[src/rtl/kw_sram_fifo_ctrl_if.sv]
// Stream and SRAM-macro signal bundle for kw_sram_fifo_ctrl.
// The master side is the controller; the slave side is its environment.
interface kw_sram_fifo_ctrl_if #(
  parameter int DATA_WIDTH = 32,
  parameter int ADDR_WIDTH = 8,
  parameter int CNT_WIDTH  = 9
);
  logic                  in_valid;
  logic                  in_ready;
  logic [DATA_WIDTH-1:0] in_data;
  logic                  out_valid;
  logic                  out_ready;
  logic [DATA_WIDTH-1:0] out_data;
  logic                  sram_cs_n;
  logic                  sram_we_n;
  logic                  sram_re_n;
  logic [ADDR_WIDTH-1:0] sram_addr;
  logic [DATA_WIDTH-1:0] sram_wdata;
  logic [DATA_WIDTH-1:0] sram_rdata;
  logic [CNT_WIDTH-1:0]  count;

  modport master (
    input  in_valid, in_data, out_ready, sram_rdata,
    output in_ready, out_valid, out_data,
    output sram_cs_n, sram_we_n, sram_re_n, sram_addr, sram_wdata, count
  );

  modport slave (
    output in_valid, in_data, out_ready, sram_rdata,
    input  in_ready, out_valid, out_data,
    input  sram_cs_n, sram_we_n, sram_re_n, sram_addr, sram_wdata, count
  );
endinterface

[src/rtl/kw_sram_fifo_ctrl.sv]
// Valid/ready FIFO built on one single-port 1RW SRAM, with a 2-entry prefetch
// buffer that hides the SRAM's one-cycle read latency.
module kw_sram_fifo_ctrl #(
  parameter int DATA_WIDTH = 32,
  parameter int DEPTH      = 256,
  parameter int ADDR_WIDTH = $clog2(DEPTH),
  parameter int CNT_WIDTH  = $clog2(DEPTH + 3)
) (
  input logic                 clock,
  input logic                 reset_n,
  kw_sram_fifo_ctrl_if.master bus
);

  localparam logic [ADDR_WIDTH:0] MEM_FULL = (ADDR_WIDTH + 1)'(DEPTH);
  localparam logic [ADDR_WIDTH:0] MEM_ZERO = {(ADDR_WIDTH + 1){1'b0}};

  logic [ADDR_WIDTH-1:0] wr_ptr_r;
  logic [ADDR_WIDTH-1:0] rd_ptr_r;
  logic [ADDR_WIDTH-1:0] addr_hold_r;
  logic [ADDR_WIDTH:0]   mem_cnt_r;
  logic                  rd_inflight_r;
  logic [DATA_WIDTH-1:0] buf0_r;
  logic [DATA_WIDTH-1:0] buf1_r;
  logic [1:0]            buf_cnt_r;
  logic [CNT_WIDTH-1:0]  count_r;

  logic       pop_s;
  logic       push_s;
  logic [2:0] buf_need_s;
  logic       rd_want_s;
  logic       rd_urgent_s;
  logic       in_ready_s;
  logic       wr_gnt_s;
  logic       rd_gnt_s;

  // Arbitration of the single SRAM port between producer writes and prefetch reads
  always_comb begin
    pop_s       = (buf_cnt_r != 2'd0) && bus.out_ready;
    push_s      = rd_inflight_r;
    // Slots still claimed after this cycle's pop; counting the pop lets a
    // pop-only drain keep one read in flight every cycle.
    buf_need_s  = {1'b0, buf_cnt_r} + {2'b00, rd_inflight_r} - {2'b00, pop_s};
    rd_want_s   = (mem_cnt_r != MEM_ZERO) && (buf_need_s < 3'd2);
    rd_urgent_s = (mem_cnt_r != MEM_ZERO) && (buf_cnt_r == 2'd0) && !rd_inflight_r;
    in_ready_s  = reset_n && (mem_cnt_r < MEM_FULL) && !rd_urgent_s;
    wr_gnt_s    = bus.in_valid && in_ready_s;
    rd_gnt_s    = rd_want_s && !wr_gnt_s;
  end

  // SRAM command encoding for the granted operation
  always_comb begin
    bus.sram_cs_n  = 1'b1;
    bus.sram_we_n  = 1'b1;
    bus.sram_re_n  = 1'b1;
    bus.sram_addr  = addr_hold_r;
    bus.sram_wdata = bus.in_data;
    if (wr_gnt_s) begin
      bus.sram_cs_n = 1'b0;
      bus.sram_we_n = 1'b0;
      bus.sram_addr = wr_ptr_r;
    end else if (rd_gnt_s) begin
      bus.sram_cs_n = 1'b0;
      bus.sram_re_n = 1'b0;
      bus.sram_addr = rd_ptr_r;
    end else begin
      bus.sram_addr = addr_hold_r;
    end
  end

  assign bus.in_ready  = in_ready_s;
  assign bus.out_valid = (buf_cnt_r != 2'd0);
  assign bus.out_data  = buf0_r;
  assign bus.count     = count_r;

  // SRAM pointers, occupancy and total word count
  always_ff @(posedge clock or negedge reset_n) begin
    if (!reset_n) begin
      wr_ptr_r      <= {ADDR_WIDTH{1'b0}};
      rd_ptr_r      <= {ADDR_WIDTH{1'b0}};
      addr_hold_r   <= {ADDR_WIDTH{1'b0}};
      mem_cnt_r     <= MEM_ZERO;
      rd_inflight_r <= 1'b0;
      count_r       <= {CNT_WIDTH{1'b0}};
    end else begin
      rd_inflight_r <= rd_gnt_s;
      if (wr_gnt_s) begin
        wr_ptr_r    <= wr_ptr_r + ADDR_WIDTH'(1);
        addr_hold_r <= wr_ptr_r;
        mem_cnt_r   <= mem_cnt_r + (ADDR_WIDTH + 1)'(1);
      end else if (rd_gnt_s) begin
        rd_ptr_r    <= rd_ptr_r + ADDR_WIDTH'(1);
        addr_hold_r <= rd_ptr_r;
        mem_cnt_r   <= mem_cnt_r - (ADDR_WIDTH + 1)'(1);
      end else begin
        mem_cnt_r   <= mem_cnt_r;
      end
      case ({wr_gnt_s, pop_s})
        2'b10:   count_r <= count_r + CNT_WIDTH'(1);
        2'b01:   count_r <= count_r - CNT_WIDTH'(1);
        default: count_r <= count_r;
      endcase
    end
  end

  // Prefetch buffer: capture returning read data, release the head on pop
  always_ff @(posedge clock or negedge reset_n) begin
    if (!reset_n) begin
      buf0_r    <= {DATA_WIDTH{1'b0}};
      buf1_r    <= {DATA_WIDTH{1'b0}};
      buf_cnt_r <= 2'd0;
    end else begin
      case ({push_s, pop_s})
        2'b10: begin
          if (buf_cnt_r == 2'd0) begin
            buf0_r <= bus.sram_rdata;
          end else begin
            buf1_r <= bus.sram_rdata;
          end
          buf_cnt_r <= buf_cnt_r + 2'd1;
        end
        2'b01: begin
          buf0_r    <= buf1_r;
          buf_cnt_r <= buf_cnt_r - 2'd1;
        end
        2'b11: begin
          if (buf_cnt_r == 2'd1) begin
            buf0_r <= bus.sram_rdata;
          end else begin
            buf0_r <= buf1_r;
            buf1_r <= bus.sram_rdata;
          end
        end
        default: begin
          buf_cnt_r <= buf_cnt_r;
        end
      endcase
    end
  end

endmodule
[src/flat_wrapper.sv]
// flat-port wrapper written by rule: the top's interface ports become plain ports
module kw_sram_fifo_ctrl_flat 
#(
  parameter int DATA_WIDTH = 32,
  parameter int DEPTH      = 256,
  parameter int ADDR_WIDTH = $clog2(DEPTH),
  parameter int CNT_WIDTH  = $clog2(DEPTH + 3)
)
  (clock, reset_n, bus_in_valid, bus_in_data, bus_out_ready, bus_sram_rdata, bus_in_ready, bus_out_valid, bus_out_data, bus_sram_cs_n, bus_sram_we_n, bus_sram_re_n, bus_sram_addr, bus_sram_wdata, bus_count);
  kw_sram_fifo_ctrl_if #(.DATA_WIDTH(DATA_WIDTH), .ADDR_WIDTH(ADDR_WIDTH), .CNT_WIDTH(CNT_WIDTH)) bus_i ();
  input logic clock;
  input logic reset_n;
  input wire logic [$bits(bus_i.in_valid)-1:0] bus_in_valid;
  input wire logic [$bits(bus_i.in_data)-1:0] bus_in_data;
  input wire logic [$bits(bus_i.out_ready)-1:0] bus_out_ready;
  input wire logic [$bits(bus_i.sram_rdata)-1:0] bus_sram_rdata;
  output wire logic [$bits(bus_i.in_ready)-1:0] bus_in_ready;
  output wire logic [$bits(bus_i.out_valid)-1:0] bus_out_valid;
  output wire logic [$bits(bus_i.out_data)-1:0] bus_out_data;
  output wire logic [$bits(bus_i.sram_cs_n)-1:0] bus_sram_cs_n;
  output wire logic [$bits(bus_i.sram_we_n)-1:0] bus_sram_we_n;
  output wire logic [$bits(bus_i.sram_re_n)-1:0] bus_sram_re_n;
  output wire logic [$bits(bus_i.sram_addr)-1:0] bus_sram_addr;
  output wire logic [$bits(bus_i.sram_wdata)-1:0] bus_sram_wdata;
  output wire logic [$bits(bus_i.count)-1:0] bus_count;
  assign bus_i.in_valid = bus_in_valid;
  assign bus_i.in_data = bus_in_data;
  assign bus_i.out_ready = bus_out_ready;
  assign bus_i.sram_rdata = bus_sram_rdata;
  assign bus_in_ready = bus_i.in_ready;
  assign bus_out_valid = bus_i.out_valid;
  assign bus_out_data = bus_i.out_data;
  assign bus_sram_cs_n = bus_i.sram_cs_n;
  assign bus_sram_we_n = bus_i.sram_we_n;
  assign bus_sram_re_n = bus_i.sram_re_n;
  assign bus_sram_addr = bus_i.sram_addr;
  assign bus_sram_wdata = bus_i.sram_wdata;
  assign bus_count = bus_i.count;
  kw_sram_fifo_ctrl #(.DATA_WIDTH(DATA_WIDTH), .DEPTH(DEPTH), .ADDR_WIDTH(ADDR_WIDTH), .CNT_WIDTH(CNT_WIDTH)) u_core (.clock(clock), .reset_n(reset_n), .bus(bus_i));
endmodule
[config.mk]
export PLATFORM = sky130hd
export DESIGN_NAME = kw_sram_fifo_ctrl_flat
export DESIGN_NICKNAME = d
export VERILOG_FILES = /design/src/rtl/kw_sram_fifo_ctrl_if.sv /design/src/rtl/kw_sram_fifo_ctrl.sv /design/src/flat_wrapper.sv
export SDC_FILE = /design/constraint.sdc
export NUM_CORES = 1
export LEC_CHECK = 0
export CORE_ASPECT_RATIO = 0.75
export CORE_MARGIN = 1
export CORE_UTILIZATION = 45
export CTS_BUF_LIST = sky130_fd_sc_hd__clkbuf_2
export DETAILED_ROUTE_END_ITERATION = 7
export PLACE_DENSITY = 0.78
export SKIP_LAST_GASP = 1
export SLEW_MARGIN = 5
export SYNTH_ARGS = -nofsm -noshare
export SYNTH_HDL_FRONTEND = slang
export SYNTH_SLANG_ARGS = --single-unit
[constraint.sdc]
create_clock -name clock -period 4.38 [get_ports clock]
set_clock_uncertainty 0.15 [all_clocks]
set_input_delay 0.657 -clock clock [delete_from_list [all_inputs] [get_ports clock]]
set_output_delay 0.657 -clock clock [all_outputs]
set_load 0.005 [all_outputs]
==> impl_metrics.py, run 1 <==
metrics = {
    "route": {
        "drt-pass1-iter-count": 5,
        "drc_errors": 0,
        "totalWireLength_um": 11800,
        "detail-route-antenna-nets": 0,
        "num_vias": 4066,
        "detail_route.wl_per_cell_um": 15.8,
        "vias_per_cell": 5.42,
        "first_iter_violations": 262,
    },
    "sta": {
        "setup_tns_ns": 0,
        "hold_ws_ns": 0.0153,
        "final-hold-violation-count": 0,
        "final_period_minus_worst_setup_slack_ns": 4.25,
        "achievable-frequency_mhz": 236,
        "slew_headroom_pct": 42.0,
        "timing.final.crit_share_pct": 96.9,
        "report.final.slew_viol_count": 0,
        "finalSetupViolCount": 0,
        "worst_pin_slew_ns": 0.868,
    },
    "placement": {
        "dpl.cell_count": 726,
        "routabilityCongestion": 0.869,
        "detailed_place_hpwl_um": 8450,
        "placed_cell_areas_um2": 6440,
        "placement.io_buffers": 89,
    },
    "logic_synthesis": {
        "synth_ff_type": "dfrtp_1",
        "count_of_flip_flops_with_a_built_in_enable_after_synthesis": 0,
        "yosys_warnings": 0,
        "synth-adder-area-share_pct": 4.71,
        "ys_top_cells_by_area": "dfrtp_1 (48%), mux2_2 (8.0%), a22oi_1 (5.3%)",
        "synth_compound_area_share_pct": 16.0,
        "synth.ff_latch_count": 109,
        "netlist.top_cell.by_area": "dfrtp_1",
        "synth_mux_area_share_pct": 8.35,
        "yosys.area.top_type_share_pct": 48.4,
        "syn_inst": 525,
        "post_synth_and_or_nand_nor_area_fraction_pct": 8.62,
        "synth-seq-area-share_pct": 48.4,
        "postSynthNetCount": 613,
        "avgSynthCellArea_um2": 10.7,
        "synth.lib_cells_used.distinct": 57,
        "synth_async_sr_flop_share_pct": 100,
        "xor_xnor_share_of_the_synthesized_area_pct": 5.44,
        "synth_area_um2": 5630,
        "synth_top_family_by_area": "compound AO/OA/AOI/OAI gates",
    },
    "critical_path": {
        "critPathArrivalTime_ns": 3.44,
        "critPathCaptureType": "primary output",
        "cpPeakStageDelay_ns": 0.53,
        "crit_path_cell_trace": "inv_2 -> ha_4 -> inv_1 -> nand2_2 -> inv_2 -> ha_1 -> nand2b_4 -> fa_2 -> nand2_1 -> or3_4 -> inv_6 -> a22oi_1 -> o21ai_1 -> clkdlybuf4s15_1",
        "crit-reg2reg-capture": "u_core.bus.count[8]$_DFFE_PN0P_",
        "path_buf_inv": 5,
        "critPathMaxFanout": 5,
        "r2r_start": "u_core.buf_cnt_r[1]$_DFFE_PN0P_",
        "critical_path.endpoint": "bus_sram_addr[2]",
        "critPathKind": "reg2out",
        "worst_path_max_delay_cell": "fa_2",
        "cp-startpoint": "u_core.buf_cnt_r[1]$_DFFE_PN0P_",
        "critPathMostFrequentCell": "inv_2",
        "reg2reg_setup_slack_ns": 0.97,
        "crit_path_launch_type": "register",
        "cp_data_required_time_ns": 3.57,
        "critPathTopFamily": "adder cells",
        "crit_cells": 14,
        "reg2reg_depth": 15,
    },
    "clock_network": {
        "clk_pin_slew_ns": 0.28,
        "cts.htree.levels": 3,
        "insertion_delay_ns": 0.57,
        "cts_buffer_depth": 2,
        "ctsHoldBuffers": 0,
        "clock_sink_count": 109,
        "root_buffer": "clkbuf_2",
        "cts_tree": "built",
        "tritoncts.num_buffers": 9,
    },
    "status": {
        "result_of_the_run": "completed",
    },
    "die": {
        "die_area_um2": 13000,
        "number_of_i_o_pins": 154,
        "core_area_um2": 11900,
        "die_x_um": 131,
        "die_h_um": 98.9,
        "std_cell_rows": 34,
        "initial_core_util_pct": 47.3,
    },
    "pwr": {
        "p_leak_nw": 2.78,
        "power-per-cell-area_nw_per_um2": 787,
        "worst_ir_drop_vdd_uv": 546,
        "total_power_mw": 5.23,
    },
    "global_route": {
        "grt_overflow_total": 0,
        "grt_antenna_before_repair": 0,
        "global_route.usage.total_pct": 19.1,
        "grt_pass1_wl_um": 20000,
        "grt_max_degree": 61,
        "first_global_vias": 3978,
    },
    "layout": {
        "layout.cell_area.non_filler_um2": 6640,
        "final.fill_count": 998,
        "most-common-layout-cells": "dfrtp_1 (109), clkdlybuf4s50_1 (80), nand2_1 (43)",
        "num_antenna_cells": 0,
        "layout-drive-gt1-share_pct": 16.8,
        "layout_commonest_cell": "dfrtp_1",
        "non_filler_instances": 750,
        "flow.area_growth_from_synthesis_pct": 17.9,
        "finalNetCount": 671,
    },
    "worst_hold_path": {
        "min_path_type": "in2async",
    },
    "flow_run": {
        "timing.max_cap.violations": 0,
    },
}
==> layout make-up <==
cell class	instances	area (um2)	share of cell area, %
well taps	162	203	3.05
repair inverters	1	5.00	0.0754
multi-input cells	330	2470	37.2
repair buffers	108	1020	15.4
inverters	24	95.1	1.43
flip-flops and latches	109	2730	41.1
clock inverters	7	71.3	1.07
clock buffers	9	45.0	0.678
==> what timing repair did <==
| action | 4_1_cts | 5_1_grt |
|---|---|---|
| pin swaps | 0 | 2 |
| cloned | 0 | 1 |
| gates resized for setup | 13 | 22 |
| setup buffers | 2 | 5 |
| endpoints found under the hold margin | 0 | 0 |
| endpoints found under the setup margin | 10 | 10 |
==> cells in the mapped netlist, drive strengths merged, types with 10 or more instances <==
library cell / count
nand4: 10
a21oi: 15
mux2: 40
nor2: 11
nand2: 44
clkbuf: 13
dfrtp: 109
xnor2: 26
a22oi: 41
inv: 24
o21ai: 50
ha: 18
buf: 49
==> cells by family (layout without fill, tap and decap cells) <==
logic type / after synthesis / count (layout)
AO/OA/AOI/OAI: 137 / 137
flip-flops: 109 / 109
AND/OR/NAND/NOR: 96 / 96
buffers and inverters: 86 / 149
multiplexers: 42 / 42
XOR/XNOR: 35 / 35
adder cells (fa/ha/maj): 20 / 20
==> worst reg2reg max path, stage by stage, from the launching register on <==
cell and delay, ns:
dfrtp_1 0.47, inv_2 0.09, ha_4 0.16, buf_4 0.10, nand2b_1 0.07, a31oi_1 0.30
nor2_2 0.06, inv_1 0.33, ha_1 0.26, xor2_1 0.15, ha_1 0.23, inv_1 0.05
o32a_1 0.38, a22oi_2 0.18, mux2i_1 0.23, xnor2_1 0.13
==> per-stage QoR <==
step	setup slack [ns]	utilization, %
2_1_floorplan	0.644	-
3_3_place_gp	0.128	54.1
3_5_place_dp	0.0526	54.1
4_1_cts	0.0110	55.3
5_1_grt	-0.0210	55.7
6_report	0.134	55.7
==> power breakdown <==
group,internal [mW],leakage [nW],switching [mW]
Clock,0.133,0.0664,0.330
Combinational,1.55,1.39,1.34
Sequential,1.48,1.32,0.392
Total,3.16,2.78,2.06
==> per-layer routing <==
layer  vias up  wire, um  GRT usage (%)
li1       1940         -              -
met1      1980      5460           25.4
met2       117      5390           30.2
met3        29       622           4.53
met4         0       344           7.69
met5         -         0              0
==> state kept, by name (all words and copies together) (netlist names) <==
name,flops
u_core.addr_hold_r,8
u_core.buf1_r,32
u_core.bus.count,9
u_core.mem_cnt_r,9
u_core.buf_cnt_r,2
u_core.push_s,1
u_core.rd_ptr_r,8
u_core.wr_ptr_r,8
u_core.bus.out_data,32
==> worst min-delay path by stage <==
stage                                          from                                  to  slack (ns)  cells past startpoint
CTS                                         reset_n      u_core.rd_ptr_r[5]$_DFFE_PN0P_       0.004                      2
global placement    u_core.bus.count[8]$_DFFE_PN0P_     u_core.bus.count[8]$_DFFE_PN0P_        0.31                      1
global route                                reset_n  u_core.bus.out_data[8]$_DFFE_PN0P_        0.02                      2
detailed placement  u_core.bus.count[8]$_DFFE_PN0P_     u_core.bus.count[8]$_DFFE_PN0P_        0.32                      1
floorplan                                   reset_n     u_core.addr_hold_r[0]$_DFF_PN0_        0.21                      0
finish                                      reset_n        u_core.buf1_r[4]$_DFFE_PN0P_        0.02                      2
(Power assumes the default switching activity.)
==> inputs of run 2 (changes only) <==
Settings changed: ABC_AREA from default to 1.
==> impl_metrics.py, run 2 <==
metrics = {
    "status": {
        "result_of_the_run": "completed",
    },
    "placement": {
        "placement.io_buffers": 89,
        "dpl.cell_count": 905,
        "detailedPlace.worstSlack_ns": -0.0128,
        "detailed_place_hpwl_um": 8330,
        "routabilityCongestion": 0.820,
    },
    "pwr": {
        "power-per-cell-area_nw_per_um2": 788,
        "net-switching-power_mw": 2.32,
        "p_leak_nw": 3.56,
        "combinationalPowerShare_pct": 59.3,
        "sequentialPowerShare_pct": 31.7,
        "intPower_mw": 3.30,
        "p_sw_share_pct": 41.3,
        "p_clk_share_pct": 9.0,
        "worst_ir_drop_vdd_uv": 411,
    },
    "logic_synthesis": {
        "synth_area_um2": 5970,
        "synth.lib_cells_used.distinct": 44,
        "syn_inst": 683,
        "synth.ff_latch_count": 109,
        "postSynthNetCount": 771,
        "yosys.cell_count.top_type": "nand2_1",
        "count_of_flip_flops_with_a_built_in_enable_after_synthesis": 0,
        "synth-adder-area-share_pct": 4.44,
        "synth_ff_type": "dfrtp_1",
        "synth-seq-area-share_pct": 45.7,
        "avgSynthCellArea_um2": 8.74,
        "synth_compound_area_share_pct": 9.68,
        "yosys_warnings": 0,
        "synth.top_cells.by_count": "nand2_1 (175), dfrtp_1 (109), inv_1 (100)",
        "synth_async_sr_flop_share_pct": 100,
        "yosys.area.top_type_share_pct": 45.7,
        "post_synth_and_or_nand_nor_area_fraction_pct": 17.7,
        "synth_mux_area_share_pct": 6.04,
        "xor_xnor_share_of_the_synthesized_area_pct": 3.60,
        "synth_top_family_by_area": "simple AND/OR/NAND/NOR gates",
        "ys_top_cells_by_area": "dfrtp_1 (46%), nand2_1 (11%), inv_1 (6.3%)",
        "netlist.top_cell.by_area": "dfrtp_1",
    },
    "die": {
        "core_area_um2": 13000,
        "die_h_um": 102,
        "die_x_um": 135,
        "number_of_i_o_pins": 154,
        "std_cell_rows": 36,
        "initial_core_util_pct": 46.0,
        "die_area_um2": 13700,
    },
    "critical_path": {
        "cp_data_required_time_ns": 3.57,
        "crit_path_launch_type": "register",
        "critPathArrivalTime_ns": 3.41,
        "cpPeakStageDelay_ns": 0.55,
        "critPathCaptureType": "primary output",
        "critPathMostFrequentCell": "inv_2",
        "crit_path_cell_trace": "inv_2 -> ha_4 -> inv_4 -> nand2_2 -> inv_2 -> ha_4 -> or2_4 -> fa_2 -> o21ai_2 -> a21oi_2 -> o21ai_2 -> inv_2 -> nand2_4 -> buf_6 -> clkdlybuf4s50_1",
        "critPathKind": "reg2out",
        "worst_path_max_delay_cell": "fa_2",
        "critPathMaxFanout": 7,
    },
    "layout": {
        "layout-drive-gt1-share_pct": 15.7,
        "num_antenna_cells": 0,
        "non_filler_instances": 934,
        "layout_commonest_cell": "nand2_1",
        "flow.area_growth_from_synthesis_pct": 19.5,
        "final_util_pct": 55.0,
        "finalNetCount": 846,
        "most-common-layout-cells": "nand2_1 (173), dfrtp_1 (109), inv_1 (95)",
    },
    "clock_network": {
        "clk_pin_slew_ns": 0.27,
        "tritoncts.num_buffers": 9,
        "insertion_delay_ns": 0.56,
        "cts_buffer_depth": 2,
        "cts_tree": "built",
        "ctsHoldBuffers": 0,
        "clock_sink_count": 109,
        "cts.htree.levels": 3,
        "root_buffer": "clkbuf_2",
    },
    "route": {
        "detail-route-antenna-nets": 0,
        "totalWireLength_um": 12200,
        "vias_per_cell": 4.84,
        "num_vias": 4521,
        "wl_met1_um": 6040,
        "top_routing_layer_in_use": "met4",
        "drt-pass1-iter-count": 4,
        "first_iter_violations": 217,
        "route.met3.wl_um": 711,
        "met2WireLength_um": 5320,
        "drc_errors": 0,
        "detail_route.wl_per_cell_um": 13.0,
    },
    "sta": {
        "timing.final.crit_share_pct": 96.3,
        "final_period_minus_worst_setup_slack_ns": 4.22,
        "final-hold-violation-count": 0,
        "worst_slack_ns": 0.160,
        "slew_headroom_pct": 23.7,
        "grt_setup_unrepaired": "yes",
        "report.final.slew_viol_count": 0,
        "finalSetupViolCount": 0,
        "hold_ws_ns": 0.0723,
        "achievable-frequency_mhz": 237,
        "worst_pin_slew_ns": 1.14,
    },
    "global_route": {
        "grt_max_degree": 65,
        "global_route.usage.total_pct": 19.1,
        "first_global_vias": 4399,
        "grt_antenna_before_repair": 0,
        "grt_overflow_total": 0,
        "grt_pass1_wl_um": 20800,
    },
    "worst_hold_path": {
        "min_path_type": "in2async",
    },
    "flow_run": {
        "timing.max_cap.violations": 0,
    },
}
## run 2: cell count changes after synthesis, moves of 7 or more
cell,delta
mux2_2,-12
xnor2_1,-17
o22ai_1,+30
inv_1,+78
o21ai_0,-7
nand3_1,+25
nand2_1,+131
a22oi_1,-40
## run 2: worst paths after layout
| check | startpoint | end | slack (ns) | cells after the start |
|---|---|---|---|---|
| worst max-delay path | u_core.buf_cnt_r[1]$_DFFE_PN0P_ | bus_sram_re_n | 0.16 | 15 |
| min in group clock | u_core.addr_hold_r[6]$_DFF_PN0_ | u_core.addr_hold_r[6]$_DFF_PN0_ | 0.37 | 2 |
| max in group asynchronous | reset_n | u_core.push_s$_DFF_PN0_ | 2.87 | 3 |
| worst min-delay path | reset_n | u_core.mem_cnt_r[2]$_DFFE_PN0N_ | 0.07 | 2 |
| worst max register to register | u_core.buf_cnt_r[1]$_DFFE_PN0P_ | u_core.bus.count[6]$_DFFE_PN0P_ | 1.08 | 18 |
| worst min register to register | u_core.addr_hold_r[6]$_DFF_PN0_ | u_core.addr_hold_r[6]$_DFF_PN0_ | 0.37 | 2 |
## run 2: kinds of logic after synthesis
logic type,Yosys count
AND/OR/NAND/NOR,246
multiplexers,32
XOR/XNOR,22
buffers and inverters,158
flip-flops,109
adder cells (fa/ha/maj),20
AO/OA/AOI/OAI,96
## run 2: worst max-delay path: cells and delay by family, from the launching register on
family / cells / cell delay (ns)
adders and majority gates: 3 / 0.92
DFF: 1 / 0.45
AOI/OAI and AO/OA: 3 / 0.27
buffers and inverters: 6 / 0.84
and+or+nand+nor: 3 / 0.36
## run 2: power by group through the flow
stage / combinational (mW) / sequential [mW] / clock, mW
after floorplan: 2.04 / 1.77 / 0
after global placement: 3.00 / 1.80 / 0
after detailed placement: 3.09 / 1.81 / 0
after CTS: 3.19 / 1.79 / 0.524
after global routing: 3.74 / 1.85 / 0.566
final: 3.33 / 1.78 / 0.506
## run 2: area by class of cell
class	instances	area, um2
Inverter	104	400
Multi-Input combinational cell	416	2550
Clock inverter	5	75.1
Clock buffer	11	55.1
Sequential cell	109	2730
Tap cell	171	214
Fill cell	1174	5840
Timing Repair Buffer	118	1110
## run 2: repair_timing
| action | 4_1_cts | 5_1_grt |
|---|---|---|
| gates resized for setup | 26 | 22 |
| endpoints found under the setup margin | 10 | 10 |
| buffers inserted | 8 | 5 |
| pin swaps | 1 | 6 |
## run 2: per-layer routing
layer | GRT usage [%] | up-vias
met4 | 4.24 | 0
met3 | 5.11 | 10
met1 | 26.4 | 2110
li1 | - | 2284
met2 | 30.0 | 117
met5 | 0 | -
## run 2: per-stage QoR
step | cell area [um2] | TNS (ns) | total power [mW]
3_3_place_gp | 6840 | 0 | 4.80
6_report | 7140 | 0 | 5.62
5_1_grt | 7140 | -0.177 | 6.16
2_1_floorplan | 5970 | 0 | 3.81
3_5_place_dp | 6840 | -0.0128 | 4.90
4_1_cts | 7040 | -0.0628 | 5.51
